$ cat src/rtl/hwpe_stream_tcdm_fifo_store_batch_if.sv
// TCDM store-port bundle shared by the streamer side and the interconnect side.
// Handshake: a transfer happens on every clock edge where req && gnt; a raised req keeps its payload stable until granted.
interface hwpe_stream_tcdm_fifo_store_batch_if #(
    parameter int unsigned DATA_WIDTH = 32,
    parameter int unsigned ADDR_WIDTH = 32
);
    logic                    req;
    logic                    gnt;
    logic [ADDR_WIDTH-1:0]   add;
    logic                    wen;
    logic [DATA_WIDTH/8-1:0] be;
    logic [DATA_WIDTH-1:0]   data;

    modport master (output req, add, wen, be, data, input gnt);
    modport slave  (input req, add, wen, be, data, output gnt);
endinterface

$ cat src/rtl/hwpe_stream_tcdm_fifo_store_batch.sv
// Store-side TCDM FIFO with occupancy flags, sticky wen error and an optional
// batch mode that holds master requests until a threshold or flush releases them.
module hwpe_stream_tcdm_fifo_store_batch #(
    parameter int unsigned DATA_WIDTH = 32,
    parameter int unsigned ADDR_WIDTH = 32,
    parameter int unsigned FIFO_DEPTH = 8,
    parameter int unsigned AF_MARGIN  = 2,
    localparam int unsigned CW        = $clog2(FIFO_DEPTH + 1)
) (
    input  logic                                       clk_i,
    input  logic                                       rst_i,
    input  logic                                       clear_i,
    input  logic                                       batch_en_i,
    input  logic [CW-1:0]                              release_thresh_i,
    input  logic                                       flush_i,
    hwpe_stream_tcdm_fifo_store_batch_if.slave         slv,
    hwpe_stream_tcdm_fifo_store_batch_if.master        mst,
    output logic [CW-1:0]                              count_o,
    output logic                                       empty_o,
    output logic                                       full_o,
    output logic                                       almost_full_o,
    output logic                                       err_o,
    output logic                                       dbg_state_o
);
    localparam int unsigned BW = DATA_WIDTH / 8;
    localparam int unsigned EW = BW + DATA_WIDTH + ADDR_WIDTH;
    localparam int unsigned PW = $clog2(FIFO_DEPTH);

    typedef enum logic {ACCUM = 1'b0, DRAIN = 1'b1} state_e;

    state_e          state_q;
    logic [EW-1:0]   mem_q [FIFO_DEPTH];
    logic [PW-1:0]   wr_ptr_q;
    logic [PW-1:0]   rd_ptr_q;
    logic [CW-1:0]   count_q;
    logic            err_q;
    logic            hold_q;
    logic            empty;
    logic            full;
    logic            push;
    logic            pop;
    logic [CW-1:0]   thresh_eff;
    logic [EW-1:0]   head;

    function automatic logic [PW-1:0] ptr_inc(input logic [PW-1:0] p);
        return (p == PW'(FIFO_DEPTH - 1)) ? '0 : p + PW'(1);
    endfunction

    always_comb begin
        thresh_eff = release_thresh_i;
        if (release_thresh_i > CW'(FIFO_DEPTH)) thresh_eff = CW'(FIFO_DEPTH);
        if (release_thresh_i == '0)             thresh_eff = CW'(1);
    end

    assign empty   = (count_q == '0);
    assign full    = (count_q == CW'(FIFO_DEPTH));
    assign slv.gnt = !full && !clear_i;
    assign push    = slv.req && slv.gnt;

    // hold_q keeps an ungranted request up even if batch_en_i toggles into ACCUM.
    assign mst.req = !empty && (!batch_en_i || (state_q == DRAIN) || hold_q);
    assign pop     = mst.req && mst.gnt;

    assign head = mem_q[rd_ptr_q];
    assign {mst.be, mst.data, mst.add} = empty ? '0 : head;
    assign mst.wen = 1'b0;

    assign count_o       = count_q;
    assign empty_o       = empty;
    assign full_o        = full;
    assign almost_full_o = (count_q >= CW'(FIFO_DEPTH - AF_MARGIN));
    assign err_o         = err_q;
    assign dbg_state_o   = (state_q == DRAIN);

    always_ff @(posedge clk_i) begin
        if (push) mem_q[wr_ptr_q] <= {slv.be, slv.data, slv.add};
    end

    always_ff @(posedge clk_i or posedge rst_i) begin
        if (rst_i) begin
            state_q  <= ACCUM;
            wr_ptr_q <= '0;
            rd_ptr_q <= '0;
            count_q  <= '0;
            err_q    <= 1'b0;
            hold_q   <= 1'b0;
        end else if (clear_i) begin
            state_q  <= ACCUM;
            wr_ptr_q <= '0;
            rd_ptr_q <= '0;
            count_q  <= '0;
            err_q    <= 1'b0;
            hold_q   <= 1'b0;
        end else begin
            if (push) wr_ptr_q <= ptr_inc(wr_ptr_q);
            if (pop)  rd_ptr_q <= ptr_inc(rd_ptr_q);
            case ({push, pop})
                2'b10:   count_q <= count_q + CW'(1);
                2'b01:   count_q <= count_q - CW'(1);
                default: ;
            endcase
            if (push && slv.wen) err_q <= 1'b1;
            hold_q <= mst.req && !mst.gnt;

            if (!batch_en_i) begin
                state_q <= ACCUM;
            end else begin
                case (state_q)
                    ACCUM: if ((count_q >= thresh_eff) || (flush_i && !empty)) state_q <= DRAIN;
                    DRAIN: if (pop && !push && (count_q == CW'(1)))           state_q <= ACCUM;
                    default: state_q <= ACCUM;
                endcase
            end
        end
    end
endmodule

$ cat src/flat_wrapper.sv
// flat-port wrapper written by rule: the top's interface ports become plain ports
module hwpe_stream_tcdm_fifo_store_batch_flat 
#(
    parameter int unsigned DATA_WIDTH = 32,
    parameter int unsigned ADDR_WIDTH = 32,
    parameter int unsigned FIFO_DEPTH = 8,
    parameter int unsigned AF_MARGIN  = 2,
    localparam int unsigned CW        = $clog2(FIFO_DEPTH + 1)
)
  (clk_i, rst_i, clear_i, batch_en_i, release_thresh_i, flush_i, count_o, empty_o, full_o, almost_full_o, err_o, dbg_state_o, slv_req, slv_add, slv_wen, slv_be, slv_data, slv_gnt, mst_req, mst_add, mst_wen, mst_be, mst_data, mst_gnt);
  hwpe_stream_tcdm_fifo_store_batch_if #(.DATA_WIDTH(DATA_WIDTH), .ADDR_WIDTH(ADDR_WIDTH)) slv_i ();
  hwpe_stream_tcdm_fifo_store_batch_if #(.DATA_WIDTH(DATA_WIDTH), .ADDR_WIDTH(ADDR_WIDTH)) mst_i ();
  input  logic clk_i;
  input  logic rst_i;
  input  logic clear_i;
  input  logic batch_en_i;
  input  logic [CW-1:0] release_thresh_i;
  input  logic flush_i;
  output logic [CW-1:0] count_o;
  output logic empty_o;
  output logic full_o;
  output logic almost_full_o;
  output logic err_o;
  output logic dbg_state_o;
  input wire logic [$bits(slv_i.req)-1:0] slv_req;
  input wire logic [$bits(slv_i.add)-1:0] slv_add;
  input wire logic [$bits(slv_i.wen)-1:0] slv_wen;
  input wire logic [$bits(slv_i.be)-1:0] slv_be;
  input wire logic [$bits(slv_i.data)-1:0] slv_data;
  output wire logic [$bits(slv_i.gnt)-1:0] slv_gnt;
  output wire logic [$bits(mst_i.req)-1:0] mst_req;
  output wire logic [$bits(mst_i.add)-1:0] mst_add;
  output wire logic [$bits(mst_i.wen)-1:0] mst_wen;
  output wire logic [$bits(mst_i.be)-1:0] mst_be;
  output wire logic [$bits(mst_i.data)-1:0] mst_data;
  input wire logic [$bits(mst_i.gnt)-1:0] mst_gnt;
  assign slv_i.req = slv_req;
  assign slv_i.add = slv_add;
  assign slv_i.wen = slv_wen;
  assign slv_i.be = slv_be;
  assign slv_i.data = slv_data;
  assign slv_gnt = slv_i.gnt;
  assign mst_req = mst_i.req;
  assign mst_add = mst_i.add;
  assign mst_wen = mst_i.wen;
  assign mst_be = mst_i.be;
  assign mst_data = mst_i.data;
  assign mst_i.gnt = mst_gnt;
  hwpe_stream_tcdm_fifo_store_batch #(.DATA_WIDTH(DATA_WIDTH), .ADDR_WIDTH(ADDR_WIDTH), .FIFO_DEPTH(FIFO_DEPTH), .AF_MARGIN(AF_MARGIN)) u_core (.clk_i(clk_i), .rst_i(rst_i), .clear_i(clear_i), .batch_en_i(batch_en_i), .release_thresh_i(release_thresh_i), .flush_i(flush_i), .slv(slv_i), .mst(mst_i), .count_o(count_o), .empty_o(empty_o), .full_o(full_o), .almost_full_o(almost_full_o), .err_o(err_o), .dbg_state_o(dbg_state_o));
endmodule
$ cat config.mk
export PLATFORM = sky130hd
export DESIGN_NAME = hwpe_stream_tcdm_fifo_store_batch_flat
export DESIGN_NICKNAME = d
export VERILOG_FILES = /design/src/rtl/hwpe_stream_tcdm_fifo_store_batch_if.sv /design/src/rtl/hwpe_stream_tcdm_fifo_store_batch.sv /design/src/flat_wrapper.sv
export SDC_FILE = /design/constraint.sdc
export NUM_CORES = 1
export LEC_CHECK = 0
export BUFFER_PORTS_ARGS = -buffer_cell sky130_fd_sc_hd__buf_2
export CORE_ASPECT_RATIO = 1.1
export CORE_MARGIN = 2
export CORE_UTILIZATION = 50
export CTS_CLUSTER_SIZE = 10
export DETAILED_ROUTE_END_ITERATION = 8
export HOLD_SLACK_MARGIN = 0.06
export PLACE_DENSITY = 0.68
export SKIP_CTS_REPAIR_TIMING = 1
export SLEW_MARGIN = 40
export SYNTH_ARGS = -nofsm -noshare
export SYNTH_HDL_FRONTEND = slang
export SYNTH_SLANG_ARGS = --single-unit
$ cat constraint.sdc
create_clock -name clk_i -period 9.7 [get_ports clk_i]
set_input_delay 0.97 -clock clk_i [delete_from_list [all_inputs] [get_ports clk_i]]
set_output_delay 0.97 -clock clk_i [all_outputs]
set_load 0.1 [all_outputs]
# ---- After elaboration in Yosys (flattened, before gate mapping)
# Memory sizes are Yosys's and may differ from the RTL's.
# Index checks and enable logic that the tools add are counted.
dict set report word_totals {
  register_bits 13
  mem_bits_rw 544
  input_bits 80
  output_inout_bits 80
  wordCells 66
  n_memories 1
}
# memory words width rd rd_ports_with_merged_regs wr line
set mem_list {}
lappend mem_list {u_core.mem_q 8 68 1 0 1 hwpe_stream_tcdm_fifo_store_batch.sv:32} ;# logic [EW-1:0] mem_q [FIFO_DEPTH];
dict set report op_classes {
  addsub 4
  n_lt_le_gt_ge 3
  eq_ne 6
  muxes 21
  n_bitwise 1
  n_reduce_logical 24
}
# operator n
set ops {}
lappend ops {{2-to-1 mux 68 bit} 1}
lappend ops {{2-to-1 mux 3 bit} 6}
lappend ops {{2-to-1 mux 4 bit} 3}
lappend ops {{logical AND 1 bit} 9}
lappend ops {{2-to-1 mux 1 bit} 9}
lappend ops {{zero test 4 bit} 2}
lappend ops {{one-hot mux 4 bit (2 select lines)} 1}
lappend ops {{adder 3 x 1 -> 3 bit, second input constant} 2}
lappend ops {{== test 3 bit, second input constant} 2}
lappend ops {{zero test 1 bit} 6}
lappend ops {{nonzero test 2 bit} 3}
lappend ops {{adder 4 x 1 -> 4 bit, second input constant} 1}
lappend ops {{== test 4 x 1 -> 1 bit, second input constant} 1}
lappend ops {{== test 4 bit, second input constant} 1}
lappend ops {{>= comparator 4 x 3 -> 1 bit, second input constant} 1}
lappend ops {{>= comparator 4 bit} 1}
lappend ops {{greater-than comparator 4 bit, second input constant} 1}
lappend ops {{subtractor 4 x 1 -> 4 bit, second input constant} 1}
lappend ops {{logical OR 1 bit} 3}
lappend ops {{nonzero test 3 bit} 1}
lappend ops {{== test 2 x 1 -> 1 bit, second input constant} 1}
lappend ops {{== test 2 bit, second input constant} 1}
lappend ops {{one-hot mux 1 bit (2 select lines)} 1}
lappend ops {{NOT 1 bit} 1}

# ---- Logic depth before layout (Yosys ltp)
dict set report logic_depth {
  depth_word 11
  depth_mapped 9
  depth_no_buf 9
}

# ---- Least setup slack after synthesis
# No wires, ideal clock.
dict set report synth_path {
  path_type {register to register}
  startpoint {register u_core.count_q[0], in the netlist u_core.count_o[0]}
  endpoint {memory u_core.mem_q[0][0] (netlist bit), enable pin}
  setup_time_ns 0.662
  arrival_time_ns 8.346
  setup_slack_ns 0.693
  path_stages_with_launch 6
  n_path_buf 0
  cell_sequence {dfrtp_1 -> inv_1 -> ha_1 -> nand3b_2 -> nand3b_2 -> nor4_1}
}
dict set report synth_via {
  elab_chain_cells 6
}
# item line
set synth_lines {}
lappend synth_lines {{from (decl)} hwpe_stream_tcdm_fifo_store_batch.sv:35} ;# logic [CW-1:0] count_q;
lappend synth_lines {{from (signal assigned)} hwpe_stream_tcdm_fifo_store_batch.sv:98} ;# 2'b10: count_q <= count_q + CW'(1);
lappend synth_lines {{from (signal assigned)} hwpe_stream_tcdm_fifo_store_batch.sv:99} ;# 2'b01: count_q <= count_q - CW'(1);
lappend synth_lines {{== test 4 bit} hwpe_stream_tcdm_fifo_store_batch.sv:56} ;# assign full = (count_q == CW'(FIFO_DEPTH));
lappend synth_lines {{zero test 1 bit} hwpe_stream_tcdm_fifo_store_batch.sv:57} ;# assign slv.gnt = !full && !clear_i;
lappend synth_lines {{logical AND 1 bit} hwpe_stream_tcdm_fifo_store_batch.sv:57}
lappend synth_lines {{logical AND 1 bit} hwpe_stream_tcdm_fifo_store_batch.sv:58} ;# assign push = slv.req && slv.gnt;
lappend synth_lines {{2-to-1 mux 1 bit} hwpe_stream_tcdm_fifo_store_batch.sv:76} ;# if (push) mem_q[wr_ptr_q] <= {slv.be, slv.data, slv.add};
lappend synth_lines {{2-to-1 mux 1 bit (implied by the code)} hwpe_stream_tcdm_fifo_store_batch.sv:76}
lappend synth_lines {{to (decl)} hwpe_stream_tcdm_fifo_store_batch.sv:32}
# Every way passes these cells.

# ---- Final worst setup path
dict set report layout_path {
  startpoint {register u_core.rd_ptr_q[1]}
  endpoint {output mst_add[31]}
}
dict set report layout_via {
  elab_chain_cells 2
}
# item line
set layout_lines {}
lappend layout_lines {{from (decl)} hwpe_stream_tcdm_fifo_store_batch.sv:34} ;# logic [PW-1:0] rd_ptr_q;
lappend layout_lines {{from (signal assigned)} hwpe_stream_tcdm_fifo_store_batch.sv:96} ;# if (pop) rd_ptr_q <= ptr_inc(rd_ptr_q);
lappend layout_lines {{memory read (8 x 68 bit)} -}
lappend layout_lines {{2-to-1 mux 68 bit} hwpe_stream_tcdm_fifo_store_batch.sv:65} ;# assign {mst.be, mst.data, mst.add} = empty ? '0 : head;
lappend layout_lines {{to (decl)} flat_wrapper.sv:32} ;# output wire logic [$bits(mst_i.add)-1:0] mst_add;
# Every way passes these cells.

==> impl_metrics.yaml <==
pwr:
  p_leak_nw: 7.982
  vdd_drop_max_mv: 0.3000
  power_density_nw_per_um2: 283.0
  finalPower_w: 0.007044
yosys:
  synth_largest_area_cell: "edfxtp_1"
  netlist_area_um2: 21640
  syn_area_per_cell_um2: 22.01
  ys_warn_count: 0
  yosysMostFrequentCell: "edfxtp_1"
  async_flop_share: 0.02334
  syn-num-nets: 1075
  synth_top_area_frac: 0.7549
  postSynthCellCount: 983
  ys_types: 42
  synth_commonest_cells: "edfxtp_1, mux4_2, nor2_1, mux2i_1, clkbuf_1"
  synth-main-ff-cell: "edfxtp_1"
  ys_top_cells_by_area: "edfxtp_1, mux4_2, mux2i_1"
  synth_edf_count: 544
  ys_ff_latch: 557
  yosysSeqAreaShare: 0.7699
outcome:
  status: "completed"
timing:
  slew_violations: 0
  rsz0062_at_grt: "false"
  finalSetupViolCount: 0
  setup_ws_ns: 4.960
  hold_viol: 0
  min_period_ns: 4.740
  finClkSkew_ns: 0.01362
  fmax_mhz: 211.0
  timing.final.crit_share: 0.4887
  worst_pin_slew_ns: 0.8422
  fin_setup_tns_ns: 0
  slew_headroom: 0.4385
drt:
  met2_length_um: 21100
  wl_met3_um: 2451
  first_iter_violations: 780
  wl_per_cell_um: 24.10
  drtAntennaViolNets: 0
  first_pass_iters: 4
  vias_per_cell: 5.711
  totalWireLength_um: 42730
  drc: 0
  vias: 10130
  routed.top_layer: "met5"
  wirelength_met1_um: 18540
clock_network:
  numCtsBuffers: 61
  clk_path_buf_depth: 3
  clock-sinks: 557
  clk_pin_slew_worst_paths_ns: 0.06
  htreeDepth: 2
  cts_tree: "built"
  root_buffer: "clkbuf_16"
  clk_latency_ns: 0.59
die:
  start_util: 0.5091
  core-area_um2: 42500
  rows: 79
  pin_count: 160
  die_h_um: 222.2
  fp.dieArea_um2: 44960
  die_x_um: 202.4
place:
  gp_congestion: 0.7783
  post-place-ws_ns: 5.515
  io_buffers: 158
  place_area_um2: 23180
  post-dp-hpwl_um: 23220
min_path:
  holdCritPathClass: "in2async"
worst_setup_path:
  crit_type: "reg2out"
  critPathMaxFanout: 59
  crit_arrival_ns: 3.77
  endpoint_kind: "output port"
  r2r_slack_ns: 5.94
  rr_startpoint: "u_core.count_o[1]$_DFFE_PP0P_"
  reg2reg_to: "u_core.mem_q[7][16]$_DFFE_PP_"
  r2r_cells: 9
  start_kind: "flip-flop"
  worstPathRequired_ns: 8.73
final_layout:
  layout.nets: 1269
  syn2layout_area_growth_pct: 15.03
  postLayoutCellArea_um2: 24890
  drive_gt1_frac: 0.3353
global_routing:
  antenna_found_initial: 8
  grt_pass1_wl_um: 65000
  track_usage: 0.1931
  grt-ovfl-total: 0
  grt_max_degree: 91
  grt_pass1_vias: 10630
flow_run:
  maxCapViolations: 0
==> power by group <==
group	switching, W	internal [W]
sequential	0.0000389	0.00271
combinational	0.00183	0.000470
clock	0.000825	0.00117
total	0.00270	0.00435
==> worst max-delay path, cell delays in order (launching register included) <==
cell,delay (ns)
dfrtp_4,0.70
buf_6,0.57
buf_4,0.75
mux4_2,0.35
mux2i_1,0.07
nor2_1,0.23
buf_2,0.48
==> routing by layer <==
layer,GRT usage,up-vias
met5,0,-
met4,0.04144,12
li1,-,4433
met3,0.04195,61
met1,0.2730,5364
met2,0.3137,255
==> placed cells by master, fill, tap and decap left out, types with 8 or more instances in the layout <==
cell	n
a21oi_1	8
ha_1	12
buf_2	158
dfrtp_1	10
edfxtp_1	544
clkbuf_1	27
clkbuf_16	63
nor2_1	79
mux4_2	136
buf_4	16
mux2i_1	68
nand2_1	13
==> per-stage QoR <==
stage / instances / hold slack, ns / util
finish: 1773 / 0.4260 / 0.5857
global route: 1772 / 0.4643 / 0.5856
CTS: 1771 / 0.4162 / 0.5850
detailed placement: 1680 / 0.4879 / 0.5453
global placement: 1676 / 0.4855 / 0.5429
floorplan: 983 / 0.5745 / -
==> worst max path at each step <==
stage / start / endpoint / slack, ns
floorplan: u_core.count_o[0]$_DFFE_PP0P_ / u_core.mem_q[0][0]$_DFFE_PP_ / 0.69
global placement: u_core.rd_ptr_q[1]$_DFFE_PP0P_ / mst_data[13] / 5.27
detailed placement: u_core.rd_ptr_q[1]$_DFFE_PP0P_ / mst_data[13] / 5.51
CTS: u_core.rd_ptr_q[1]$_DFFE_PP0P_ / mst_data[13] / 4.88
global route: u_core.rd_ptr_q[1]$_DFFE_PP0P_ / mst_add[31] / 4.79
finish: u_core.rd_ptr_q[1]$_DFFE_PP0P_ / mst_add[31] / 4.96
==> registers in the layout (all words and copies together) (netlist names) <==
register / count
u_core.mem_q: 544
u_core.hold_q: 1
u_core.err_o: 1
u_core.count_o: 4
u_core.dbg_state_o: 1
u_core.rd_ptr_q: 3
u_core.wr_ptr_q: 3
==> cells by family after synthesis <==
group	after synthesis	share of synthesized area
flops	557	0.7699
mux	204	0.1730
simple gates	127	0.02758
buf+inv	58	0.01451
compound gates	22	0.007054
fa+ha+maj	12	0.006938
xor+xnor	2	0.0008096
other cells	1	0.0001733
==> cell type report <==
cell class	count	area [um^2]
Clock inverter	1	8.758
Timing Repair Buffer	182	1076
Multi-Input combinational cell	368	4720
Sequential cell	557	16670
Clock buffer	90	1678
Fill cell	3118	17610
Tap cell	567	709.4
Antenna cell	1	2.502
Inverter	7	26.28
Note: power is estimated with default switching activity, not from simulation.
